$ cat src/rtl/alu_share_arbiter_if.sv
// Bundle of every non-clock/reset signal of alu_share_arbiter:
//   requester channels  : req{0,1}_valid/ready/a/b/ctl
//   response channels   : rsp{0,1}_valid/ready, shared rsp_result/zero/err
//   shared ALU hookup   : alu_a/b/ctl out, alu_out/alu_zero back
//   status              : busy
// slave  = arbiter side, master = issue units + ALU side.
interface alu_share_arbiter_if #(
    parameter int WIDTH = 32
);
    logic             req0_valid;
    logic             req0_ready;
    logic [WIDTH-1:0] req0_a;
    logic [WIDTH-1:0] req0_b;
    logic [3:0]       req0_ctl;
    logic             req1_valid;
    logic             req1_ready;
    logic [WIDTH-1:0] req1_a;
    logic [WIDTH-1:0] req1_b;
    logic [3:0]       req1_ctl;
    logic             rsp0_valid;
    logic             rsp0_ready;
    logic             rsp1_valid;
    logic             rsp1_ready;
    logic [WIDTH-1:0] rsp_result;
    logic             rsp_zero;
    logic             rsp_err;
    logic [WIDTH-1:0] alu_a;
    logic [WIDTH-1:0] alu_b;
    logic [3:0]       alu_ctl;
    logic [WIDTH-1:0] alu_out;
    logic [1:0]       alu_zero;
    logic             busy;

    modport slave (
        input  req0_valid, req0_a, req0_b, req0_ctl,
        input  req1_valid, req1_a, req1_b, req1_ctl,
        input  rsp0_ready, rsp1_ready, alu_out, alu_zero,
        output req0_ready, req1_ready, rsp0_valid, rsp1_valid,
        output rsp_result, rsp_zero, rsp_err, alu_a, alu_b, alu_ctl, busy
    );

    modport master (
        output req0_valid, req0_a, req0_b, req0_ctl,
        output req1_valid, req1_a, req1_b, req1_ctl,
        output rsp0_ready, rsp1_ready, alu_out, alu_zero,
        input  req0_ready, req1_ready, rsp0_valid, rsp1_valid,
        input  rsp_result, rsp_zero, rsp_err, alu_a, alu_b, alu_ctl, busy
    );
endinterface

$ cat src/rtl/alu_share_arbiter.sv
// Shares one external ALU between two requesters. Round-robin grant in IDLE,
// operands latched on accept, ALU driven for one EXEC cycle, result/zero/err
// registered and returned on the granted response channel.
//   clk   : system clock, rising edge
//   rst_n : asynchronous active-low reset
//   bus   : alu_share_arbiter_if.slave (requests, responses, ALU hookup, busy)
//
// state | meaning
// IDLE  | waiting for a request; ready offered to the granted requester
// EXEC  | latched operands on the ALU, result captured at end of cycle
// RESP  | response valid on the granted channel until taken
module alu_share_arbiter #(
    parameter int WIDTH = 32
) (
    input  logic                clk,
    input  logic                rst_n,
    alu_share_arbiter_if.slave  bus
);
    typedef enum logic [1:0] {IDLE, EXEC, RESP} state_t;

    state_t           state_q, state_d;
    logic             last_grant_q, last_grant_d;
    logic             gnt_q, gnt_d;
    logic [WIDTH-1:0] a_q, a_d;
    logic [WIDTH-1:0] b_q, b_d;
    logic [3:0]       ctl_q, ctl_d;
    logic [WIDTH-1:0] result_q, result_d;
    logic             zero_q, zero_d;
    logic             err_q, err_d;
    logic [1:0]       rsp_valid_q, rsp_valid_d;

    logic grant;
    logic any_valid;
    logic ctl_legal;
    logic rsp_taken;
    logic unused_alu_zero_hi;

    assign unused_alu_zero_hi = bus.alu_zero[1];

    // With both valid, the requester that did not win last time goes first.
    assign any_valid = bus.req0_valid | bus.req1_valid;
    assign grant     = (bus.req0_valid && bus.req1_valid) ? ~last_grant_q : bus.req1_valid;
    assign ctl_legal = ctl_q inside {4'b0000, 4'b0001, 4'b0010, 4'b0110, 4'b0111};
    assign rsp_taken = gnt_q ? bus.rsp1_ready : bus.rsp0_ready;

    always_comb begin
        state_d      = state_q;
        last_grant_d = last_grant_q;
        gnt_d        = gnt_q;
        a_d          = a_q;
        b_d          = b_q;
        ctl_d        = ctl_q;
        result_d     = result_q;
        zero_d       = zero_q;
        err_d        = err_q;
        rsp_valid_d  = rsp_valid_q;
        case (state_q)
            IDLE: begin
                if (any_valid) begin
                    gnt_d        = grant;
                    last_grant_d = grant;
                    a_d          = grant ? bus.req1_a   : bus.req0_a;
                    b_d          = grant ? bus.req1_b   : bus.req0_b;
                    ctl_d        = grant ? bus.req1_ctl : bus.req0_ctl;
                    state_d      = EXEC;
                end
            end
            EXEC: begin
                if (ctl_legal) begin
                    result_d = bus.alu_out;
                    zero_d   = bus.alu_zero[0];
                    err_d    = 1'b0;
                end else begin
                    result_d = '0;
                    zero_d   = 1'b1;
                    err_d    = 1'b1;
                end
                rsp_valid_d = gnt_q ? 2'b10 : 2'b01;
                state_d     = RESP;
            end
            RESP: begin
                if (rsp_taken) begin
                    rsp_valid_d = 2'b00;
                    state_d     = IDLE;
                end
            end
            default: state_d = IDLE;
        endcase
    end

    always_ff @(posedge clk or negedge rst_n) begin
        if (!rst_n) begin
            state_q      <= IDLE;
            last_grant_q <= 1'b1;
            gnt_q        <= 1'b0;
            a_q          <= '0;
            b_q          <= '0;
            ctl_q        <= '0;
            result_q     <= '0;
            zero_q       <= 1'b0;
            err_q        <= 1'b0;
            rsp_valid_q  <= 2'b00;
        end else begin
            state_q      <= state_d;
            last_grant_q <= last_grant_d;
            gnt_q        <= gnt_d;
            a_q          <= a_d;
            b_q          <= b_d;
            ctl_q        <= ctl_d;
            result_q     <= result_d;
            zero_q       <= zero_d;
            err_q        <= err_d;
            rsp_valid_q  <= rsp_valid_d;
        end
    end

    assign bus.req0_ready = (state_q == IDLE) && bus.req0_valid && !grant;
    assign bus.req1_ready = (state_q == IDLE) && bus.req1_valid &&  grant;
    assign bus.rsp0_valid = rsp_valid_q[0];
    assign bus.rsp1_valid = rsp_valid_q[1];
    assign bus.rsp_result = result_q;
    assign bus.rsp_zero   = zero_q;
    assign bus.rsp_err    = err_q;
    // ALU inputs are only live during EXEC so the shared ALU sees quiet zeros otherwise.
    assign bus.alu_a      = (state_q == EXEC) ? a_q   : '0;
    assign bus.alu_b      = (state_q == EXEC) ? b_q   : '0;
    assign bus.alu_ctl    = (state_q == EXEC) ? ctl_q : 4'b0000;
    assign bus.busy       = (state_q != IDLE);
endmodule

$ cat src/flat_wrapper.sv
// flat-port wrapper written by rule: the top's interface ports become plain ports
module alu_share_arbiter_flat 
#(
    parameter int WIDTH = 32
)
  (clk, rst_n, bus_req0_valid, bus_req0_a, bus_req0_b, bus_req0_ctl, bus_req1_valid, bus_req1_a, bus_req1_b, bus_req1_ctl, bus_rsp0_ready, bus_rsp1_ready, bus_alu_out, bus_alu_zero, bus_req0_ready, bus_req1_ready, bus_rsp0_valid, bus_rsp1_valid, bus_rsp_result, bus_rsp_zero, bus_rsp_err, bus_alu_a, bus_alu_b, bus_alu_ctl, bus_busy);
  alu_share_arbiter_if #(.WIDTH(WIDTH)) bus_i ();
  input  logic clk;
  input  logic rst_n;
  input wire logic [$bits(bus_i.req0_valid)-1:0] bus_req0_valid;
  input wire logic [$bits(bus_i.req0_a)-1:0] bus_req0_a;
  input wire logic [$bits(bus_i.req0_b)-1:0] bus_req0_b;
  input wire logic [$bits(bus_i.req0_ctl)-1:0] bus_req0_ctl;
  input wire logic [$bits(bus_i.req1_valid)-1:0] bus_req1_valid;
  input wire logic [$bits(bus_i.req1_a)-1:0] bus_req1_a;
  input wire logic [$bits(bus_i.req1_b)-1:0] bus_req1_b;
  input wire logic [$bits(bus_i.req1_ctl)-1:0] bus_req1_ctl;
  input wire logic [$bits(bus_i.rsp0_ready)-1:0] bus_rsp0_ready;
  input wire logic [$bits(bus_i.rsp1_ready)-1:0] bus_rsp1_ready;
  input wire logic [$bits(bus_i.alu_out)-1:0] bus_alu_out;
  input wire logic [$bits(bus_i.alu_zero)-1:0] bus_alu_zero;
  output wire logic [$bits(bus_i.req0_ready)-1:0] bus_req0_ready;
  output wire logic [$bits(bus_i.req1_ready)-1:0] bus_req1_ready;
  output wire logic [$bits(bus_i.rsp0_valid)-1:0] bus_rsp0_valid;
  output wire logic [$bits(bus_i.rsp1_valid)-1:0] bus_rsp1_valid;
  output wire logic [$bits(bus_i.rsp_result)-1:0] bus_rsp_result;
  output wire logic [$bits(bus_i.rsp_zero)-1:0] bus_rsp_zero;
  output wire logic [$bits(bus_i.rsp_err)-1:0] bus_rsp_err;
  output wire logic [$bits(bus_i.alu_a)-1:0] bus_alu_a;
  output wire logic [$bits(bus_i.alu_b)-1:0] bus_alu_b;
  output wire logic [$bits(bus_i.alu_ctl)-1:0] bus_alu_ctl;
  output wire logic [$bits(bus_i.busy)-1:0] bus_busy;
  assign bus_i.req0_valid = bus_req0_valid;
  assign bus_i.req0_a = bus_req0_a;
  assign bus_i.req0_b = bus_req0_b;
  assign bus_i.req0_ctl = bus_req0_ctl;
  assign bus_i.req1_valid = bus_req1_valid;
  assign bus_i.req1_a = bus_req1_a;
  assign bus_i.req1_b = bus_req1_b;
  assign bus_i.req1_ctl = bus_req1_ctl;
  assign bus_i.rsp0_ready = bus_rsp0_ready;
  assign bus_i.rsp1_ready = bus_rsp1_ready;
  assign bus_i.alu_out = bus_alu_out;
  assign bus_i.alu_zero = bus_alu_zero;
  assign bus_req0_ready = bus_i.req0_ready;
  assign bus_req1_ready = bus_i.req1_ready;
  assign bus_rsp0_valid = bus_i.rsp0_valid;
  assign bus_rsp1_valid = bus_i.rsp1_valid;
  assign bus_rsp_result = bus_i.rsp_result;
  assign bus_rsp_zero = bus_i.rsp_zero;
  assign bus_rsp_err = bus_i.rsp_err;
  assign bus_alu_a = bus_i.alu_a;
  assign bus_alu_b = bus_i.alu_b;
  assign bus_alu_ctl = bus_i.alu_ctl;
  assign bus_busy = bus_i.busy;
  alu_share_arbiter #(.WIDTH(WIDTH)) u_core (.clk(clk), .rst_n(rst_n), .bus(bus_i));
endmodule
$ cat config.mk
export PLATFORM = sky130hd
export DESIGN_NAME = alu_share_arbiter_flat
export DESIGN_NICKNAME = d
export VERILOG_FILES = /design/src/rtl/alu_share_arbiter_if.sv /design/src/rtl/alu_share_arbiter.sv /design/src/flat_wrapper.sv
export SDC_FILE = /design/constraint.sdc
export NUM_CORES = 1
export LEC_CHECK = 0
export CAP_MARGIN = 20
export CORE_ASPECT_RATIO = 0.5
export CORE_MARGIN = 4
export CORE_UTILIZATION = 43
export DETAILED_ROUTE_END_ITERATION = 8
export PLACE_DENSITY = 0.92
export SYNTH_ARGS = -nofsm -noshare
export SYNTH_HDL_FRONTEND = slang
export SYNTH_SLANG_ARGS = --single-unit
$ cat constraint.sdc
create_clock -name clk -period 4.8 [get_ports clk]
set_input_delay 0.96 -clock clk [delete_from_list [all_inputs] [get_ports clk]]
set_output_delay 0.96 -clock clk [all_outputs]
set_load 0.02 [all_outputs]
==> summary.md, run 1 <==
| Metric | Value |
|---|---|
| Outcome | finished clean |
| Initial DRC count | 171 |
| H-tree depth | 3 |
| Final Skew | 7.80 ps |
| Min Tclk post-route | 3780 ps |
| Final max-slew violation count | 0 |
| Final nets | 851 |
| Mapped Area | 5360 um2 |
| Worst-Skew Late Latency | 340 ps |
| Post-synth EDFFs | 0 |
| Ports | 283 |
| CTS tree | yes |
| CP endpoint kind | primary output |
| Post-DR vias/cell | 4.96 |
| Mapped Cells | 407 |
| Critical Path Start | bus_req0_valid |
| Hold WC Path Type | in2async |
| Worst endpoint required time | 3840 ps |
| Setup Buffers After CTS | 0 |
| CP Launch Type | input port |
| Final setup violation count | 0 |
| Die height | 86.9 um |
| Post-Syn Area per Cell | 13.2 um2 |
| Leak pwr | 3.48 nW |
| Post-CTS sizing | 0 |
| Post-cts hold buffer count | 0 |
| Seq/Total Area, Yosys | 50.5% |
| Die W | 166 um |
| Pwr Total | 0.00466 W |
| P per Cell Area | 546 nW/um2 |
| Buffer levels on the longest clock path | 2 |
| Worst slew margin | 35.4% |
| Worst ir drop on vdd | 0.332 mV |
| Via count | 4191 |
| # clock sinks | 108 |
| ANT cells | 0 |
| Crit path DAT | 2820 ps |
| Cts bufs inserted | 9 |
| Crit Path Max Fanout | 26 |
| Area Growth Syn to Fin | 59.3% |
| Worst-path clk slew | 80 ps |
| Largest net degree at the start of global routing | 83 |
| Main synth FF type | dfrtp_1 |
| First-pass GRT wire length | 24300 um |
| Initial Util | 44.7% |
| Root buf cell | clkbuf_16 |
| Vias in the first global route | 4567 |
| Fmax achieved | 0.265 GHz |
| Mapped Nets | 583 |
| Number of cell rows | 28 |
| Yosys top cell by area | dfrtp_1 |
| Routed Antenna Nets | 0 |
| Synth async-reset ratio | 100% |
| Die area | 14400 um2 |
| Setup total negative slack | 0 ps |
| Final Cycle Share | 78.7% |
| GRT Total Usage | 21.0% |
| Number of port buffers | 281 |
| Final hold viol count | 0 |
| Antenna violations before repair | 0 |
| Core ar. | 12000 um2 |
| DR pass1 iterations | 4 |
| Max Cap Viol | 0 |
| Slew @ Worst Pin | 969 ps |
| Layout cells sized above 1 | 23.8% |
| Hpwl dp | 11900 um |
| Grt ovf | 0 |
| Total Wirelength | 15500 um |
| Drt drc | 0 |
| Gpl congestion | 0.830 |
| Routed wire length per instance | 18.3 um |
| Ys Warns | 0 |
| Ranking of synthesized cells by area | dfrtp_1, mux2_2, and2_1, a22o_1, buf_6 |
| Type of the worst setup path | in2out |
| Distinct cells, synth | 28 |
| FF+latch count, synth | 108 |
| Reg2Reg Launch Point | u_core.last_grant_q |
| Top cell type's share of synthesized area | 50.0% |
| Unrepaired setup endpoints after global routing | no |
## kinds of logic (layout without fill, tap and decap cells)
logic type	Yosys count	after routing	share of synthesized area, %
mux	136	136	28.6
compound gates	46	46	7.34
flops	108	108	50.5
simple gates	82	82	9.30
buf+inv	35	308	4.32
## critical path, stage by stage
cell and delay (ps):
clkdlybuf4s50_1 580, a21bo_4 440, and3_1 210, clkdlybuf4s50_1 620
## state kept, by name, summed over array words and instances (netlist names)
signal / count
u_core.bus.rsp_err: 1
u_core.rsp_valid_q: 2
u_core.ctl_q: 4
u_core.bus.rsp_zero: 1
u_core.b_q: 32
u_core.a_q: 32
u_core.gnt_q: 1
u_core.last_grant_q: 1
u_core.state_q: 2
u_core.bus.rsp_result: 32
## path summary, 6_finish.rpt
kind / end / slack, ps / cells past startpoint
worst min register to register: u_core.b_q[31] / 500 / 1
worst max-delay path: bus_req0_ready / 1020 / 4
worst min-delay path: u_core.bus.rsp_result[13] / 480 / 1
min in group clk: u_core.b_q[31] / 500 / 1
max in group asynchronous: u_core.last_grant_q / 3300 / 3
worst max register to register: u_core.b_q[18] / 2420 / 4
## metal layers
metal	routed length, um	vias up	track usage, %
li1	-	1973	-
met1	5760	2092	22.9
met2	8900	101	41.9
met3	496	25	4.71
met4	296	0	5.69
met5	0	-	0
## cell type report
| type | count | area (um2) |
|---|---|---|
| repair buffers | 287 | 2880 |
| flip-flops and latches | 108 | 2700 |
| fillers | 868 | 3450 |
| clock buffers | 9 | 225 |
| clock inverters | 7 | 60.1 |
| inverters | 5 | 18.8 |
| multi-input cells | 264 | 2440 |
| well taps | 165 | 206 |
## power by group
group / switching [W] / internal, W / leakage [nW]
registers: 0.000210 / 0.00132 / 1.31
logic: 0.00112 / 0.00130 / 2.04
clock network: 0.000351 / 0.000361 / 0.131
## cells in the mapped netlist, types with 2 or more instances
cell type    n
a21oi_1      5
nand2_1      2
nor2b_1      2
mux2i_1      2
clkbuf_1    10
nor2_1       6
inv_1        5
mux2_2     134
buf_6       12
buf_2        8
dfrtp_1    107
a22o_1      32
and2_1      67
## placed cells by master (no fill, tap or decap), types with 2 or more instances in the layout
master and instances:
clkdlybuf4s50_1 280, mux2_2 134, dfrtp_1 107, a22o_1 32
nor2_1 6, clkbuf_16 9, buf_4 6, inv_6 2
and2_1 67, nand2_1 2, mux2i_1 2, a21oi_1 5
inv_1 5, clkinvlp_4 3
## stage by stage
stage                     hold WS [ps]  util [%]  instance area [um2]  std cells  setup slack (ps)
after global routing               483      71.2                 8530        845               959
after detailed placement           487      68.6                 8220        828              1020
after global placement             480      68.6                 8220        828              1100
final                              478      71.2                 8530        845              1020
after floorplan                    472         -                 5360        407              2120
after CTS                          504      71.0                 8500        844              1020
Power figures use the tool's default switching activity.
==> run 2: changes to the inputs <==
--- a/config.mk
+++ b/config.mk
@@ -8,9 +8,9 @@
 export CAP_MARGIN = 20
 export CORE_ASPECT_RATIO = 0.5
 export CORE_MARGIN = 4
-export CORE_UTILIZATION = 43
+export CORE_UTILIZATION = 40
 export DETAILED_ROUTE_END_ITERATION = 8
-export PLACE_DENSITY = 0.92
+export PLACE_DENSITY = 0.86
 export SYNTH_ARGS = -nofsm -noshare
 export SYNTH_HDL_FRONTEND = slang
 export SYNTH_SLANG_ARGS = --single-unit
==> constraint.sdc (replaced) <==
create_clock -name clk -period 3.6 [get_ports clk]
set_input_delay 0.72 -clock clk [delete_from_list [all_inputs] [get_ports clk]]
set_output_delay 0.72 -clock clk [all_outputs]
set_load 0.02 [all_outputs]
==> summary.md, run 2 (synthesized netlist as in run 1, its figures left out) <==
| Metric | Value |
|---|---|
| Outcome | finished clean (unchanged) |
| Max Cap Viol | 0 (unchanged) |
| P per Cell Area | 728 nW/um2 (was 546 nW/um2) |
| Type of the worst setup path | in2out (unchanged) |
| Switch share | 35.8% (was 36.1%) |
| DR pass1 iterations | 4 (unchanged) |
| Worst ir drop on vdd | 0.332 mV (about the same) |
| Logic pwr share | 52.0% (was 51.9%) |
| Post-DR vias/cell | 4.88 (was 4.96) |
| Largest net degree at the start of global routing | 68 (was 83) |
| Register area | 2700 um2 (unchanged) |
| # clock sinks | 108 (unchanged) |
| Crit path depth | 4 (unchanged) |
| Final setup violation count | 0 (unchanged) |
| Final hold viol count | 0 (unchanged) |
| Filler Cell Count | 979 (was 868) |
| CP dominant cell by count | clkdlybuf4s50_1 (unchanged) |
| Drt drc | 0 (unchanged) |
| Area of the multi-input gates | 2440 um2 (unchanged) |
| Worst r2r path cells | 4 (unchanged) |
| Seq pwr share | 32.6% (was 32.8%) |
| Unrepaired setup endpoints after global routing | no (unchanged) |
| Crit Path Max Fanout | 5 (was 26) |
| Fmax achieved | 0.335 GHz |
| Crit path DAT | 2260 ps (was 2820 ps) |
| CTS tree | yes (unchanged) |
| Cell Int Power | 0.00400 W (was 0.00298 W) |
| Routed wire length per instance | 17.8 um (was 18.3 um) |
| Initial DRC count | 129 (was 171) |
| Final Skew | 9.76 ps (was 7.80 ps) |
| Core ar. | 12900 um2 (was 12000 um2) |
| Buffer levels on the longest clock path | 2 (unchanged) |
| CP Launch Type | input port (unchanged) |
| Most frequent cells in the layout | clkdlybuf4s50_1, mux2_2, dfrtp_1 (unchanged) |
| Gpl congestion | 0.776 (was 0.830) |
| Net Sw Power | 0.00223 W (was 0.00168 W) |
| H-tree depth | 3 (unchanged) |
| Area Growth Syn to Fin | 59.9% (was 59.3%) |
| Slew @ Worst Pin | 853 ps (was 969 ps) |
| Final nets | 853 (was 851) |
| Via count | 4158 (was 4191) |
| Routed Antenna Nets | 0 (unchanged) |
| Vias in the first global route | 4553 (was 4567) |
| Hpwl dp | 11800 um (was 11900 um) |
| Root buf cell | clkbuf_16 (unchanged) |
| Number of port buffers | 281 (unchanged) |
| Final core utilization | 66.5% (was 71.2%) |
| Leak pwr | 3.51 nW (was 3.48 nW) |
| Setup total negative slack | 0 ps (unchanged) |
| Final max-slew violation count | 0 (unchanged) |
| Hold WS | 386 ps (was 478 ps) |
| ANT cells | 0 (unchanged) |
| Worst endpoint required time | 2880 ps (was 3840 ps) |
| Commonest non-fill, non-tap cell in the layout | clkdlybuf4s50_1 (unchanged) |
| Initial Util | 41.6% (was 44.7%) |
| Layout cells sized above 1 | 24.0% (was 23.8%) |
| Worst-path clk slew | 70 ps (was 80 ps) |
| Post-cts hold buffer count | 0 (unchanged) |
| CP endpoint kind | primary output (unchanged) |
| Slowest stage delay, CP | 560 ps (was 620 ps) |
| Post-CTS sizing | 0 (unchanged) |
| Min Tclk post-route | 2980 ps |
| Die height | 89.8 um (was 86.9 um) |
| Die W | 172 um (was 166 um) |
| Total Wirelength | 15100 um (was 15500 um) |
| Antenna violations before repair | 0 (unchanged) |
| Ports | 283 (unchanged) |
| Grt ovf | 0 (unchanged) |
| Worst-Skew Late Latency | 340 ps (about the same) |
| Setup Buffers After CTS | 0 (unchanged) |
| First-pass GRT wire length | 23900 um (was 24300 um) |
| Worst slew margin | 43.2% (was 35.4%) |
| CP top delay family | buffers and inverters (unchanged) |
| Number of cell rows | 29 (was 28) |
| GRT Total Usage | 19.5% (was 21.0%) |
| Worst path buffer plus inverter count | 2 (unchanged) |
| Hold WC Path Type | in2async (unchanged) |
| CP max stage cell | clkdlybuf4s50_1 (unchanged) |
| Die area | 15400 um2 (was 14400 um2) |
| Cts bufs inserted | 9 (unchanged) |
| Final Cycle Share | 82.9% |
| CP cell instances | clkdlybuf4s50_1 > a21bo_4 > and3_1 > clkdlybuf4s50_1 (unchanged) |
| Clock power share | 15.4% (was 15.3%) |
==> run 2: final timing paths <==
check	start	endpoint	slack [ps]
worst max-delay path	bus_req1_valid	bus_req0_ready	620
worst min-delay path	rst_n	u_core.a_q[0]	390
worst max register to register	u_core.last_grant_q	u_core.a_q[9]	1360
worst min register to register	u_core.a_q[9]	u_core.a_q[9]	500
max in group asynchronous	rst_n	u_core.a_q[1]	2510
min in group clk	u_core.a_q[9]	u_core.a_q[9]	500
==> run 2: cell type report <==
class	count	share of cell area [%]
repair buffers	289	33.8
flip-flops and latches	108	31.6
multi-input cells	264	28.5
clock buffers	9	2.63
well taps	170	2.48
clock inverters	7	0.760
inverters	5	0.219
==> run 2: metal layers <==
layer | up-vias | track usage (%) | wire length (um)
met4 | 0 | 5.08 | 274
met3 | 20 | 3.20 | 567
met1 | 2075 | 22.0 | 5690
li1 | 1975 | - | -
met2 | 88 | 37.6 | 8620
met5 | - | 0 | 0
==> run 2: worst reg2reg max path, cell delays in order (launching register included) <==
cell     delay, ps
dfstp_2        560
a21bo_4        160
buf_4          640
mux2_2         520
mux2_2         260
==> run 2: power groups by stage <==
| stage | clock, W | sequential, W | combinational (W) |
|---|---|---|---|
| after floorplan | 0 | 0.00212 | 0.00186 |
| after global routing | 0.00105 | 0.00210 | 0.00347 |
| after detailed placement | 0 | 0.00205 | 0.00329 |
| final | 0.000961 | 0.00203 | 0.00324 |
| after CTS | 0.000994 | 0.00203 | 0.00330 |
| after global placement | 0 | 0.00202 | 0.00321 |
==> run 2: through the flow <==
step                      cells  total power [W]  cell area [um2]  worst slack, ps
after global placement      836          0.00523             8270              605
after CTS                   852          0.00632             8560              600
after floorplan             407          0.00398             5360             1400
final                       852          0.00624             8560              616
after detailed placement    836          0.00534             8270              606
after global routing        852          0.00662             8560              562
